<file path="src/rtl/playfield_scroll.sv">
// Playfield scroller for the cart game: shifts generator rows down the field once per
// sampling period and tracks the cart, collisions and score. Optional macro PLAYFIELD_WRAP_EN.
module playfield_scroll #(
    parameter int WIDTH = 2,
    parameter int ROWS  = 8
) (
    input  logic              clk,
    input  logic              reset,
    input  logic              start,
    input  logic              left,
    input  logic              right,
    input  logic [7:0]        row_in,
    output logic [ROWS*8-1:0] field,
    output logic [2:0]        cart_col,
    output logic              gg,
    output logic [9:0]        score
);

    typedef enum logic [1:0] {
        IDLE = 2'd0,
        PLAY = 2'd1,
        OVER = 2'd2
    } state_t;

    localparam logic [2:0] CART_HOME = 3'd3;
    localparam logic [9:0] SCORE_MAX = 10'd999;

    state_t            state_r;
    state_t            state_nxt_s;
    logic [WIDTH-1:0]  cnt_r;
    logic [ROWS*8-1:0] field_r;
    logic [ROWS*8-1:0] field_nxt_s;
    logic [ROWS*8-1:0] field_play_s;
    logic [2:0]        cart_r;
    logic [2:0]        cart_nxt_s;
    logic [2:0]        cart_play_s;
    logic [9:0]        score_r;
    logic [9:0]        score_nxt_s;
    logic              gg_r;
    logic              gg_nxt_s;
    logic              shift_s;
    logic              collide_s;
    logic              score_inc_s;
    logic [7:0]        bottom_old_s;
    logic [7:0]        bottom_play_s;

    function automatic logic [2:0] col_inc(input logic [2:0] col);
`ifdef PLAYFIELD_WRAP_EN
        col_inc = col + 3'd1;
`else
        if (col == 3'd7) begin
            col_inc = 3'd7;
        end else begin
            col_inc = col + 3'd1;
        end
`endif
    endfunction

    function automatic logic [2:0] col_dec(input logic [2:0] col);
`ifdef PLAYFIELD_WRAP_EN
        col_dec = col - 3'd1;
`else
        if (col == 3'd0) begin
            col_dec = 3'd0;
        end else begin
            col_dec = col - 3'd1;
        end
`endif
    endfunction

    // Shift fires on the phase where the generator has just presented a fresh row.
    assign shift_s      = (state_r == PLAY) && (cnt_r == WIDTH'(1));
    assign bottom_old_s = field_r[(ROWS-1)*8 +: 8];

    // Candidate PLAY-state field, cart and collision from next-state values.
    always_comb begin
        field_play_s = field_r;
        cart_play_s  = cart_r;
        if (shift_s) begin
            field_play_s = {field_r[(ROWS-1)*8-1:0], row_in};
        end else begin
            field_play_s = field_r;
        end
        if (left && !right) begin
            cart_play_s = col_inc(cart_r);
        end else if (right && !left) begin
            cart_play_s = col_dec(cart_r);
        end else begin
            cart_play_s = cart_r;
        end
        bottom_play_s = field_play_s[(ROWS-1)*8 +: 8];
        collide_s     = (state_r == PLAY) && bottom_play_s[cart_play_s];
        score_inc_s   = shift_s && !collide_s && (bottom_old_s != 8'd0)
                        && (score_r != SCORE_MAX);
    end

    // State register.
    always_ff @(posedge clk or posedge reset) begin
        if (reset) begin
            state_r <= IDLE;
        end else begin
            state_r <= state_nxt_s;
        end
    end

    // Next-state decode.
    always_comb begin
        state_nxt_s = state_r;
        case (state_r)
            IDLE: begin
                if (start) begin
                    state_nxt_s = PLAY;
                end else begin
                    state_nxt_s = IDLE;
                end
            end
            PLAY: begin
                if (collide_s) begin
                    state_nxt_s = OVER;
                end else begin
                    state_nxt_s = PLAY;
                end
            end
            OVER:    state_nxt_s = OVER;
            default: state_nxt_s = IDLE;
        endcase
    end

    // Per-state next values for the registered outputs.
    always_comb begin
        field_nxt_s = field_r;
        cart_nxt_s  = cart_r;
        score_nxt_s = score_r;
        gg_nxt_s    = gg_r;
        case (state_r)
            IDLE: begin
                field_nxt_s = '0;
                cart_nxt_s  = CART_HOME;
                score_nxt_s = 10'd0;
                gg_nxt_s    = 1'b0;
            end
            PLAY: begin
                field_nxt_s = field_play_s;
                cart_nxt_s  = cart_play_s;
                gg_nxt_s    = collide_s;
                if (score_inc_s) begin
                    score_nxt_s = score_r + 10'd1;
                end else begin
                    score_nxt_s = score_r;
                end
            end
            OVER: begin
                field_nxt_s = field_r;
                cart_nxt_s  = cart_r;
                score_nxt_s = score_r;
                gg_nxt_s    = 1'b1;
            end
            default: begin
                field_nxt_s = '0;
                cart_nxt_s  = CART_HOME;
                score_nxt_s = 10'd0;
                gg_nxt_s    = 1'b0;
            end
        endcase
    end

    // Free-running period counter, phase-locked to the generator through the shared reset.
    always_ff @(posedge clk or posedge reset) begin
        if (reset) begin
            cnt_r <= '0;
        end else begin
            cnt_r <= cnt_r + WIDTH'(1);
        end
    end

    // Output registers.
    always_ff @(posedge clk or posedge reset) begin
        if (reset) begin
            field_r <= '0;
            cart_r  <= CART_HOME;
            score_r <= 10'd0;
            gg_r    <= 1'b0;
        end else begin
            field_r <= field_nxt_s;
            cart_r  <= cart_nxt_s;
            score_r <= score_nxt_s;
            gg_r    <= gg_nxt_s;
        end
    end

    assign field    = field_r;
    assign cart_col = cart_r;
    assign score    = score_r;
    assign gg       = gg_r;

endmodule

</file>
<file path="config.mk">
export PLATFORM = sky130hd
export DESIGN_NAME = playfield_scroll
export DESIGN_NICKNAME = d
export VERILOG_FILES = /design/src/rtl/playfield_scroll.sv
export SDC_FILE = /design/constraint.sdc
export NUM_CORES = 1
export LEC_CHECK = 0
export BUFFER_PORTS_ARGS = -buffer_cell sky130_fd_sc_hd__buf_2
export CORE_MARGIN = 3
export CORE_UTILIZATION = 50
export CTS_CLUSTER_SIZE = 12
export DETAILED_ROUTE_END_ITERATION = 8
export HOLD_SLACK_MARGIN = 0.05
export PLACE_DENSITY = 0.79
export SLEW_MARGIN = 20
export SYNTH_ARGS = -nofsm -noshare
export SYNTH_HDL_FRONTEND = slang
export SYNTH_SLANG_ARGS = --single-unit
</file>
<file path="constraint.sdc">
create_clock -name clk -period 5.85 [get_ports clk]
set_input_delay 0.585 -clock clk [delete_from_list [all_inputs] [get_ports clk]]
set_output_delay 0.585 -clock clk [all_outputs]
set_load 0.1 [all_outputs]
</file>
After elaboration in Yosys (flattened, before gate mapping)
Cells that the tools add are included.

word-level totals
  bits in registers = 82
  output and inout bits = 78
  logic and storage cells = 50

operators by class
  add/subtract/negate cells = 4
  magnitude comparators = 1
  eq/ne operators = 7
  muxes and demuxes = 15
  bitwise gates (word level) = 1
  reduce and logical (&&, ||, !) cells = 15

operators with widths
  kind                                                                    number
  64-bit one-hot mux with 2 select lines                                  1
  64-bit two-way mux                                                      1
  10-bit one-hot mux with 2 select lines                                  1
  3-bit two-way mux                                                       4
  10-bit by 1-bit adder with 10-bit output (second input constant)        1
  10-bit two-way mux                                                      1
  10-bit != test (second input constant)                                  1
  8-bit nonzero test                                                      1
  1-bit logical AND                                                       7
  2-bit one-hot mux with 3 select lines                                   1
  3-bit one-hot mux with 2 select lines                                   1
  2-bit by 1-bit equality test with 1-bit output (second input constant)  2
  3-bit by 4-bit < comparator with 1-bit output (second input constant)   1
  2-bit != test (second input constant)                                   2
  2-bit AND reduction                                                     2
  3-bit by 1-bit adder with 3-bit output (second input constant)          1
  1-bit binary-select mux with 3-bit select                               1
  3-bit equality test (second input constant)                             1
  1-bit logical NOT                                                       3
  3-bit logical NOT                                                       1
  3-bit by 1-bit subtractor with 3-bit output (second input constant)     1
  2-bit by 1-bit adder with 2-bit output (second input constant)          1
  2-bit equality test (second input constant)                             1
  2-bit logical NOT                                                       1
  other kinds (4)                                                         5

Logic depth before layout (Yosys ltp)
Gate-level depths: netlist of the first run.

  word-level depth = 13
  depth in mapped cells = 12
  mapped depth without buffers = 11

Worst setup path before layout of the first run
OpenSTA, ideal clock, no wires.

  path kind = register -> register
  start = register cart_r[0], in the netlist cart_col[0]
  end = register score_r[7], in the netlist score[7]
  library setup time = 0.166 ns
  data arrival time = 3.334 ns
  setup slack = 2.351 ns
  stages on the path, launching flop included = 13
  path buffers = 1
  clock period less this slack = 3.499 ns
  cell sequence = dfstp_2 > inv_1 > ha_1 > ha_1 > nor2b_1 > o21ai_2 > nand2_4 > mux4_2 > a211oi_2 > o21ai_2 > clkbuf_1 > o41ai_1 > o311ai_1

on the way
  word-level cells in the longest chain between the ends = 13

ends and longest elaborated chain
  what                                                                                     line    text
  from (decl)                                                                              34      logic [2:0] cart_r;
  from (signal assigned)                                                                   185     cart_r <= cart_nxt_s;
  3-bit by 1-bit subtractor with 3-bit output / 3-bit logical NOT (equally long branches)  66, 63
  3-bit two-way mux                                                                        63      if (col == 3'd0) begin
  3-bit two-way mux                                                                        86      end else if (right && !left) begin
  3-bit two-way mux (*)                                                                    84      if (left && !right) begin
  1-bit binary-select mux with 3-bit select (*)                                            92      collide_s = (state_r == PLAY) && bottom_play_s[cart_play_s];
  1-bit two-way mux (implied by the code) (*)                                              92
  1-bit logical AND (*)                                                                    92
  1-bit logical NOT (*)                                                                    93      score_inc_s = shift_s && !collide_s && (bottom_old_s != 8'd0)
  1-bit logical AND (*) (2 in a row)                                                       93
  1-bit logical AND (*)                                                                    94      && (score_r != SCORE_MAX);
  2-bit != test (no line) (*)                                                              --
  2-bit AND reduction (no line) (*)                                                        --
  to (signal assigned)                                                                     186     score_r <= score_nxt_s;
  to (decl)                                                                                37      logic [9:0] score_r;

Mark *: on every way between the ends. The rest lies on a longest branch, timed or not. The select of a mux whose other input is x is not followed.
A chain may end at the register's enable or synchronous reset.

Worst setup path in the final report of the first run
Ends and elaborated chain as after synthesis.

==> results of run 1 <==
## layout make-up
type                    count  share of cell area (%)
clock buffers              10                    2.93
flip-flops and latches     82                    47.2
multi-input cells         198                    33.6
clock inverters             6                    1.15
repair buffers             93                    10.9
well taps                  96                    2.76
inverters                  16                    1.41
## flip-flops by register name (all words and copies together) (netlist names)
| register | count |
|---|---|
| field | 64 |
| state_r | 2 |
| score | 10 |
| cnt_r | 2 |
| cart_col | 3 |
| gg | 1 |
## per-stage QoR
stage                     util, %  area [um2]  worst slack [ns]  hold slack (ns)  instances
after floorplan                 -        3620              2.35            0.401        312
after global placement       60.4        4170              2.55            0.412        485
after detailed placement     60.4        4170              2.44            0.437        485
after CTS                    63.0        4350              2.45            0.434        501
after global routing         63.1        4360              2.25            0.440        501
final                        63.1        4360              2.44            0.420        501
## worst min-delay path by stage
stage	from	to	slack, ns	cells after the start
4_1_cts	row_in[2]	field[2]$_DFFE_PP0P_	0.43	2
5_1_grt	row_in[5]	field[5]$_DFFE_PP0P_	0.44	2
3_5_place_dp	cnt_r[0]$_DFF_PP0_	cnt_r[0]$_DFF_PP0_	0.44	1
6_report	reset	score[4]$_DFFE_PP0P_	0.42	3
3_3_place_gp	cnt_r[0]$_DFF_PP0_	cnt_r[0]$_DFF_PP0_	0.41	1
2_1_floorplan	cnt_r[0]$_DFF_PP0_	cnt_r[0]$_DFF_PP0_	0.40	1
## cell usage in the layout, fill, tap and decap left out, drive strengths merged, types with 2 or more instances in the layout
cell / netlist / routed
a211oi: 2 / 2
a21oi: 7 / 7
a22o: 59 / 59
a22oi: 7 / 7
a31oi: 2 / 2
and2: 4 / 4
and2b: 2 / 2
and3: 2 / 2
buf: 2 / 93
clkbuf: 14 / 10
clkinv: 1 / 2
clkinvlp: 0 / 4
dfrtp: 80 / 80
dfstp: 2 / 2
ha: 10 / 10
inv: 15 / 16
mux4: 2 / 2
nand2: 30 / 30
nand3: 9 / 9
nand4: 5 / 5
nor2: 7 / 7
nor2b: 4 / 4
nor4: 2 / 2
o211ai: 7 / 7
o21ai: 13 / 13
o311ai: 2 / 2
o41ai: 2 / 2
or4: 6 / 6
## metal layers
metal  global-route usage, %  vias to the layer above
met5                       0                        -
met1                    27.3                     1393
met2                    30.1                      103
met3                    3.98                        4
li1                        -                     1353
met4                    7.54                        0
## worst max-delay path, delay by kind of cell (launching register included)
kind / cells / cell delay, ns
AND/OR/NAND/NOR: 3 / 0.80
buffers and inverters: 1 / 0.08
multiplexers: 1 / 0.50
flip-flops: 1 / 0.56
AO/OA/AOI/OAI: 4 / 0.93
adder cells (fa/ha/maj): 2 / 0.42
## where the power goes
group          total (mW)  switching, mW  leakage [nW]  internal (mW)
sequential          0.568       0.000678          1.08          0.568
combinational      0.0435         0.0308          1.06         0.0127
clock               0.364          0.206        0.0771          0.159
total               0.976          0.237          2.22          0.739
## Yosys cell counts, types with 2 or more instances
cell / n
a21oi_1: 7
nand3_1: 9
and2_1: 4
nor4_1: 2
nor2b_1: 4
mux4_2: 2
o41ai_1: 2
o211ai_1: 7
and2b_2: 2
nor2_1: 7
clkbuf_1: 14
buf_1: 2
a22oi_1: 7
or4_1: 6
a31oi_1: 2
o21ai_0: 11
nand4_1: 5
ha_1: 10
dfrtp_1: 80
a22o_1: 59
nand2_1: 29
dfstp_2: 2
and3_1: 2
inv_1: 15
o21ai_2: 2
## cell families after synthesis
| family | count (synthesis) | synth area share, % |
|---|---|---|
| AO/OA/AOI/OAI | 109 | 24.1 |
| flip-flops | 82 | 56.7 |
| AND/OR/NAND/NOR | 76 | 10.9 |
| buffers and inverters | 32 | 3.32 |
| adder cells (fa/ha/maj) | 10 | 3.46 |
| multiplexers | 3 | 1.52 |
==> impl_metrics.yaml, run 1 <==
outcome:
  status: "complete, no violations"
global_routing:
  gr-usage-all-layers_pct: 19.5
  grt_max_degree: 83
  grt_pass1_vias: 2696
  grt_overflow: 0
  grt_pass1_wl_um: 13300
  antenna_found_initial: 0
clock_network:
  h-tree-depth: 3
  cts_hold_buf: 0
  ctsLongestPathBuffers: 2
  cts_resized: 0
  cts_buffers: 9
  clk_pin_slew_ns: 0.09
  tritoncts: "done"
  clock_latency_ns: 0.34
  cts_root_buffer: "clkbuf_8"
  numClockSinks: 82
  post-cts-setup-buffers: 0
timing:
  finalClockSkew_ns: 0.0140
  worstMarginPinSlew_ns: 0.828
  timing_hold_violations_final: 0
  final_max_slew_viol_count: 0
  final.period_utilization_pct: 58.3
  fmax_mhz: 293
  slew_headroom_pct: 44.8
  finalCriticalPeriod_ns: 3.41
  finalSetupViolCount: 0
  rsz0062_at_grt: "no"
  fin_setup_tns_ns: 0
place:
  hpwlAfterDp_um: 5480
  routabilityCongestion: 0.864
  io_buffers: 90
pwr:
  power_density_nw_per_um2: 224
  ir_drop_v: 0.000149
  p_leak_nw: 2.22
  power_mw: 0.976
detailed_routing:
  wire_per_inst_um: 16.0
  vias: 2853
  met3_length_um: 530
  drt-vias-per-instance: 5.69
  drc: 0
  first_iter_violations: 219
  top_layer_used: "met4"
  first_pass_iters: 4
  dr_wl_met2_um: 3860
  wl_um: 8040
  antenna_left: 0
  drt-met1-wl_um: 3610
logic_synthesis:
  synth_nets: 335
  ys_warn_count: 0
  yosys.cell_types.count: 45
  synth-seq-cells: 82
  synthArstFlopShare_pct: 100
  synth_ff_type: "dfrtp_1"
  synth_area_um2: 3620
  postSynthAreaPerCell_um2: 11.6
  syn_inst: 312
  synth-edff-count: 0
  synth_top_area_share_pct: 55.3
  synth.area.top_cells: "dfrtp_1 (55%), a22o_1 (14%), ha_1 (3.5%)"
  yosysSeqAreaShare_pct: 56.7
  yosys.area.top_type: "dfrtp_1"
setup_path:
  worstPathMaxFanout: 17
  critPathKind: "reg2reg"
  rr_worst_depth: 11
  path_cells: "inv_1 > ha_1 > ha_1 > nor2b_1 > o21ai_2 > nand2_4 > mux4_2 > a211oi_2 > o21ai_2 > or4_1 > o311ai_1"
  critPathMaxStageDelay_ns: 0.56
  crit_slowest_cell: "dfstp_2"
  start_kind: "register"
  r2r_end: "score[7]$_DFFE_PP0P_"
  cp_data_required_time_ns: 6.09
  r2r_slack_ns: 2.44
  crit_path_start: "cart_col[0]$_DFFE_PP1P_"
  cp.arrival_ns: 3.65
  end_kind: "register"
  r2r-start: "cart_col[0]$_DFFE_PP1P_"
  crit_end: "score[7]$_DFFE_PP0P_"
layout:
  regArea_um2: 2050
  antennaDiodeCount: 0
  drive_above_1_share_pct: 30.4
  fillers: 586
  syn2layout_area_growth_pct: 20.3
  nets: 423
  multi_input_area_um2: 1470
floorplan:
  io_pins: 91
  dieArea_um2: 8300
  die_y_um: 91.1
  core_area_um2: 6910
  die_w_um: 91.1
  initial_core_util_pct: 52.4
  rows: 30
flow_run:
  max_cap_violations: 0
min_path:
  min_path_type: "in2async"
Note: power is estimated with default switching activity, not from simulation.
==> run 2: changes to the inputs <==
==> constraint.sdc (replaced) <==
create_clock -name clk -period 3.5 [get_ports clk]
set_input_delay 0.35 -clock clk [delete_from_list [all_inputs] [get_ports clk]]
set_output_delay 0.35 -clock clk [all_outputs]
set_load 0.1 [all_outputs]
==> run 2 against run 1 <==
Effect of this change:
- core utilization increased by 1.4 points
- hold slack worse by 0.28 ns
- clock skew is 0.0034 ns lower
- total power increased by 76%
- worst setup slack worse by 2.3 ns
- non-clock buffer count grew 4
- die area is the same
- highest routed layer unchanged
==> impl_metrics.yaml, run 2 (synthesis results as in run 1) <==
clock_network:
  numClockSinks: 82
  tritoncts: "done"
  cts_buffers: 9
  clock_latency_ns: 0.35
  ctsLongestPathBuffers: 2
  cts_root_buffer: "clkbuf_8"
  cts_hold_buf: 0
  clk_pin_slew_ns: 0.08
  h-tree-depth: 3
layout:
  final_cell_mix: "buf_2 (90), dfrtp_1 (80), a22o_1 (59)"
  syn2layout_area_growth_pct: 22.9
  layout.cells.most_common: "buf_2"
  drive_above_1_share_pct: 31.3
  largest_reg_flops: 64
  antennaDiodeCount: 0
  final_cell_count_no_fill: 505
  final_util_pct: 64.4
  nets: 427
global_routing:
  grt_overflow: 0
  grt_max_degree: 65
  gr-usage-all-layers_pct: 20.2
  grt_pass1_wl_um: 13600
  antenna_found_initial: 0
  grt_pass1_vias: 2701
setup_path:
  r2r-start: "cart_col[0]$_DFFE_PP1P_"
  end_kind: "register"
  r2r_slack_ns: 0.17
  cp_data_required_time_ns: 3.75
  r2r_end: "score[7]$_DFFE_PP0P_"
  crit_path_start: "cart_col[0]$_DFFE_PP1P_"
  critPathMaxStageDelay_ns: 0.57
  path_common_cell: "ha_1"
  cp_top_family: "compound AO/OA/AOI/OAI gates"
  crit_end: "score[7]$_DFFE_PP0P_"
  path_cells: "inv_1 > ha_1 > ha_1 > nor2b_1 > o21ai_2 > nand2_4 > mux4_2 > a211oi_4 > o21ai_4 > or4_1 > o311ai_1"
  cp.arrival_ns: 3.58
  crit_slowest_cell: "dfstp_2"
  rr_worst_depth: 11
  cp_num_buf_inv: 1
  start_kind: "register"
  worstPathMaxFanout: 17
  critPathKind: "reg2reg"
  cp_num_cells: 11
timing:
  fin_setup_tns_ns: 0
  finalCriticalPeriod_ns: 3.33
  hold_slack_ns: 0.135
  final.period_utilization_pct: 95.1
  rsz0062_at_grt: "no"
  fmax_mhz: 301
  worstMarginPinSlew_ns: 0.765
  timing_hold_violations_final: 0
  final_max_slew_viol_count: 0
  finalSetupViolCount: 0
  slew_headroom_pct: 49.0
  finalClockSkew_ns: 0.0107
floorplan:
  io_pins: 91
  rows: 30
  die_w_um: 91.1
  dieArea_um2: 8300
  initial_core_util_pct: 52.4
  die_y_um: 91.1
  core_area_um2: 6910
place:
  io_buffers: 90
  hpwlAfterDp_um: 5590
  routabilityCongestion: 0.859
  placed_cells: 488
detailed_routing:
  first_pass_iters: 4
  drc: 0
  wl_um: 8290
  drt-vias-per-instance: 5.80
  antenna_left: 0
  first_iter_violations: 273
  vias: 2928
  wire_per_inst_um: 16.4
min_path:
  min_path_type: "in2async"
pwr:
  power_mw: 1.72
  power.internal_mw: 1.33
  switching_share_pct: 22.9
  power.switching_mw: 0.393
  comb_power_share_pct: 4.5
  ir_drop_v: 0.000215
  p_seq_share_pct: 55.3
  p_clk_share_pct: 40.2
  p_leak_nw: 2.27
  power_density_nw_per_um2: 386
flow_run:
  max_cap_violations: 0
outcome:
  status: "complete, no violations"
==> run 2: worst min-delay path by stage <==
stage | end | slack, ns | cells after the start
finish | score[2]$_DFFE_PP0P_ | 0.14 | 2
floorplan | cnt_r[0]$_DFF_PP0_ | 0.40 | 1
detailed placement | cnt_r[0]$_DFF_PP0_ | 0.42 | 1
CTS | field[5]$_DFFE_PP0P_ | 0.20 | 2
global placement | cnt_r[0]$_DFF_PP0_ | 0.41 | 1
global route | field[7]$_DFFE_PP0P_ | 0.20 | 2
==> run 2: cell type report <==
class / instances / area (um2)
clock buffer: 11 / 141
clock inverter: 5 / 62.6
fill: 583 / 2460
inverter: 16 / 62.6
multi-input combinational: 198 / 1490
sequential: 82 / 2050
tap: 96 / 120
timing repair buffer: 97 / 523
==> run 2: layer usage <==
metal	vias up	GRT usage (%)	routed length [um]
met5	-	0	0
met4	0	7.04	142
met3	14	5.30	560
met2	100	29.1	3780
met1	1450	29.5	3810
li1	1364	-	-
==> run 2: repair_timing <==
item                                    in CTS  in global routing
endpoints found under the setup margin       0                  2
endpoints found under the hold margin        0                  0
gates resized for setup                      0                  3
buffers inserted                             0                  0
==> run 2: power by group through the flow <==
stage | Clock, mW | Sequential [mW] | Combinational (mW)
6_report | 0.691 | 0.950 | 0.0780
3_5_place_dp | 0 | 0.969 | 0.0747
3_3_place_gp | 0 | 0.969 | 0.0725
4_1_cts | 0.703 | 0.950 | 0.0757
2_1_floorplan | 0 | 0.979 | 0.0425
5_1_grt | 0.746 | 0.951 | 0.0860
==> run 2: metrics by stage <==
| step | setup WS (ns) | cell area [um2] |
|---|---|---|
| floorplan | 0.000572 | 3620 |
| global placement | 0.262 | 4200 |
| detailed placement | 0.119 | 4200 |
| CTS | 0.0840 | 4400 |
| global route | 0.0199 | 4450 |
| finish | 0.172 | 4450 |
==> run 3: changes to the inputs <==
--- a/config.mk
+++ b/config.mk
@@ -6,6 +6,7 @@
 export NUM_CORES = 1
 export LEC_CHECK = 0
 export BUFFER_PORTS_ARGS = -buffer_cell sky130_fd_sc_hd__buf_2
+export CORE_ASPECT_RATIO = 0.6
 export CORE_MARGIN = 3
 export CORE_UTILIZATION = 50
 export CTS_CLUSTER_SIZE = 12
==> run 3 against run 2 <==
Effect of this change:
- register-to-register slack about the same
- clock skew decreased by 0.0066 ns
- critical path depth unchanged
- cell area increased by 1.9%
- wire length increased by 8.2%
- maximum frequency about the same
- worst setup slack improved by 0.0029 ns
- clock power increased by 36%
- via count increased by 1.9%
- cell count decreased by 1.4%
- hold slack improved by 0.096 ns
- highest routed layer unchanged
==> impl_metrics.yaml, run 3 (synthesis results as in run 1) <==
timing:
  worstMarginPinSlew_ns: 1.06
  finalSetupViolCount: 0
  final_max_slew_viol_count: 0
  fmax_mhz: 301
  slew_headroom_pct: 28.8
  rsz0062_at_grt: "no"
  finalCriticalPeriod_ns: 3.32
  timing_hold_violations_final: 0
  finalClockSkew_ns: 0.00404
  fin_setup_tns_ns: 0
  final.period_utilization_pct: 95.0
clock_network:
  cts_buffers: 9
  h-tree-depth: 3
  numClockSinks: 82
  tritoncts: "done"
  cts_root_buffer: "clkbuf_16"
  clock_latency_ns: 0.33
  clk_pin_slew_ns: 0.06
  ctsLongestPathBuffers: 2
floorplan:
  die_y_um: 71.9
  rows: 23
  dieArea_um2: 8330
  io_pins: 91
  core_area_um2: 6850
  initial_core_util_pct: 52.9
  die_w_um: 116
detailed_routing:
  wl_um: 8970
  drc: 0
  first_iter_violations: 277
  first_pass_iters: 4
  antenna_left: 0
  drt-vias-per-instance: 5.99
  wire_per_inst_um: 18.0
  vias: 2983
pwr:
  p_leak_nw: 2.31
  power_density_nw_per_um2: 435
  ir_drop_v: 0.000279
setup_path:
  cp_top_family: "compound AO/OA/AOI/OAI gates"
  end_kind: "register"
  path_common_cell: "ha_1"
  critPathKind: "reg2reg"
  cp.arrival_ns: 3.55
  cp_num_buf_inv: 1
  crit_slowest_cell: "dfstp_2"
  worstPathMaxFanout: 17
  start_kind: "register"
  cp_data_required_time_ns: 3.72
  path_cells: "inv_1 > ha_1 > ha_1 > nor2b_1 > o21ai_2 > nand2_4 > mux4_2 > a211oi_4 > o21ai_4 > or4_1 > o311ai_1"
  critPathMaxStageDelay_ns: 0.56
layout:
  largest_reg_flops: 64
  final_cell_mix: "buf_2 (90), dfrtp_1 (80), a22o_1 (59)"
  layout.cells.most_common: "buf_2"
  antennaDiodeCount: 0
  syn2layout_area_growth_pct: 25.3
  drive_above_1_share_pct: 31.6
  nets: 429
  final_cell_count_no_fill: 498
place:
  routabilityCongestion: 0.925
  hpwlAfterDp_um: 6240
  io_buffers: 90
  placed_cells: 480
global_routing:
  antenna_found_initial: 0
  grt_pass1_wl_um: 14700
  grt_max_degree: 57
  grt_pass1_vias: 2860
  grt_overflow: 0
  gr-usage-all-layers_pct: 22.5
min_path:
  min_path_type: "in2reg"
outcome:
  status: "complete, no violations"
flow_run:
  max_cap_violations: 0
-- run 3: cell count changes in the layout (fill, tap and decap cells not counted) --
cell           change
buf_16             -1
clkbuf_16          +9
dlygate4sd3_1      +1
inv_4              -1
clkbuf_8           -9
buf_4              +2
clkinv_2           +1
clkbuf_1           -1
inv_8              -1
clkinvlp_4         +2
-- run 3: routing by layer --
| metal | share of wire [%] | vias to the layer above | GRT usage [%] |
|---|---|---|---|
| met5 | 0 | - | 0 |
| met4 | 0.52 | 0 | 4.89 |
| met3 | 9.8 | 9 | 8.33 |
| met2 | 42 | 137 | 30.2 |
| met1 | 48 | 1469 | 34.9 |
| li1 | - | 1368 | - |
-- run 3: cell type report --
class                   count  area (um2)
repair buffers             99         520
clock inverters             6        66.3
clock buffers              10         239
inverters                  16        61.3
well taps                  87         109
fillers                   539        2310
flip-flops and latches     82        2050
multi-input cells         198        1490
-- run 3: worst paths after layout --
path | start | to | slack (ns) | cells after the start
worst max register to register | cart_col[0]$_DFFE_PP1P_ | score[7]$_DFFE_PP0P_ | 0.18 | 11
worst min-delay path | row_in[3] | field[3]$_DFFE_PP0P_ | 0.23 | 2
min in group asynchronous | reset | score[0]$_DFFE_PP0P_ | 0.54 | 3
max in group asynchronous | reset | field[4]$_DFFE_PP0P_ | 2.23 | 4
worst min register to register | cnt_r[0]$_DFF_PP0_ | cnt_r[0]$_DFF_PP0_ | 0.45 | 1
worst max-delay path | cart_col[0]$_DFFE_PP1P_ | score[7]$_DFFE_PP0P_ | 0.18 | 11
-- run 3: stage by stage --
| stage | setup WS (ns) | utilization (%) | area (um2) | power (mW) | hold WS (ns) |
|---|---|---|---|---|---|
| 3_5_place_dp | 0.0563 | 61.2 | 4190 | 1.05 | 0.348 |
| 3_3_place_gp | 0.279 | 61.2 | 4190 | 1.04 | 0.340 |
| 2_1_floorplan | 0.000572 | - | 3620 | 1.02 | 0.401 |
| 5_1_grt | 0.0110 | 66.2 | 4540 | 2.05 | 0.215 |
| 6_report | 0.175 | 66.2 | 4540 | 1.97 | 0.231 |
| 4_1_cts | 0.0742 | 65.8 | 4510 | 1.99 | 0.218 |
-- run 3: report_power, final --
part	total, mW	internal (mW)	switching [mW]	leakage (nW)
Clock	0.938	0.571	0.367	0.141
Sequential	0.952	0.951	0.00122	1.08
Combinational	0.0827	0.0253	0.0573	1.09
Total	1.97	1.55	0.426	2.31
-- run 3: repair_timing --
| action | CTS | global route |
|---|---|---|
| gates resized for setup | 0 | 3 |
| hold buffers | 1 | 0 |
| setup buffers | 0 | 1 |
| hold endpoints to repair | 17 | 0 |
| endpoints found under the setup margin | 0 | 2 |
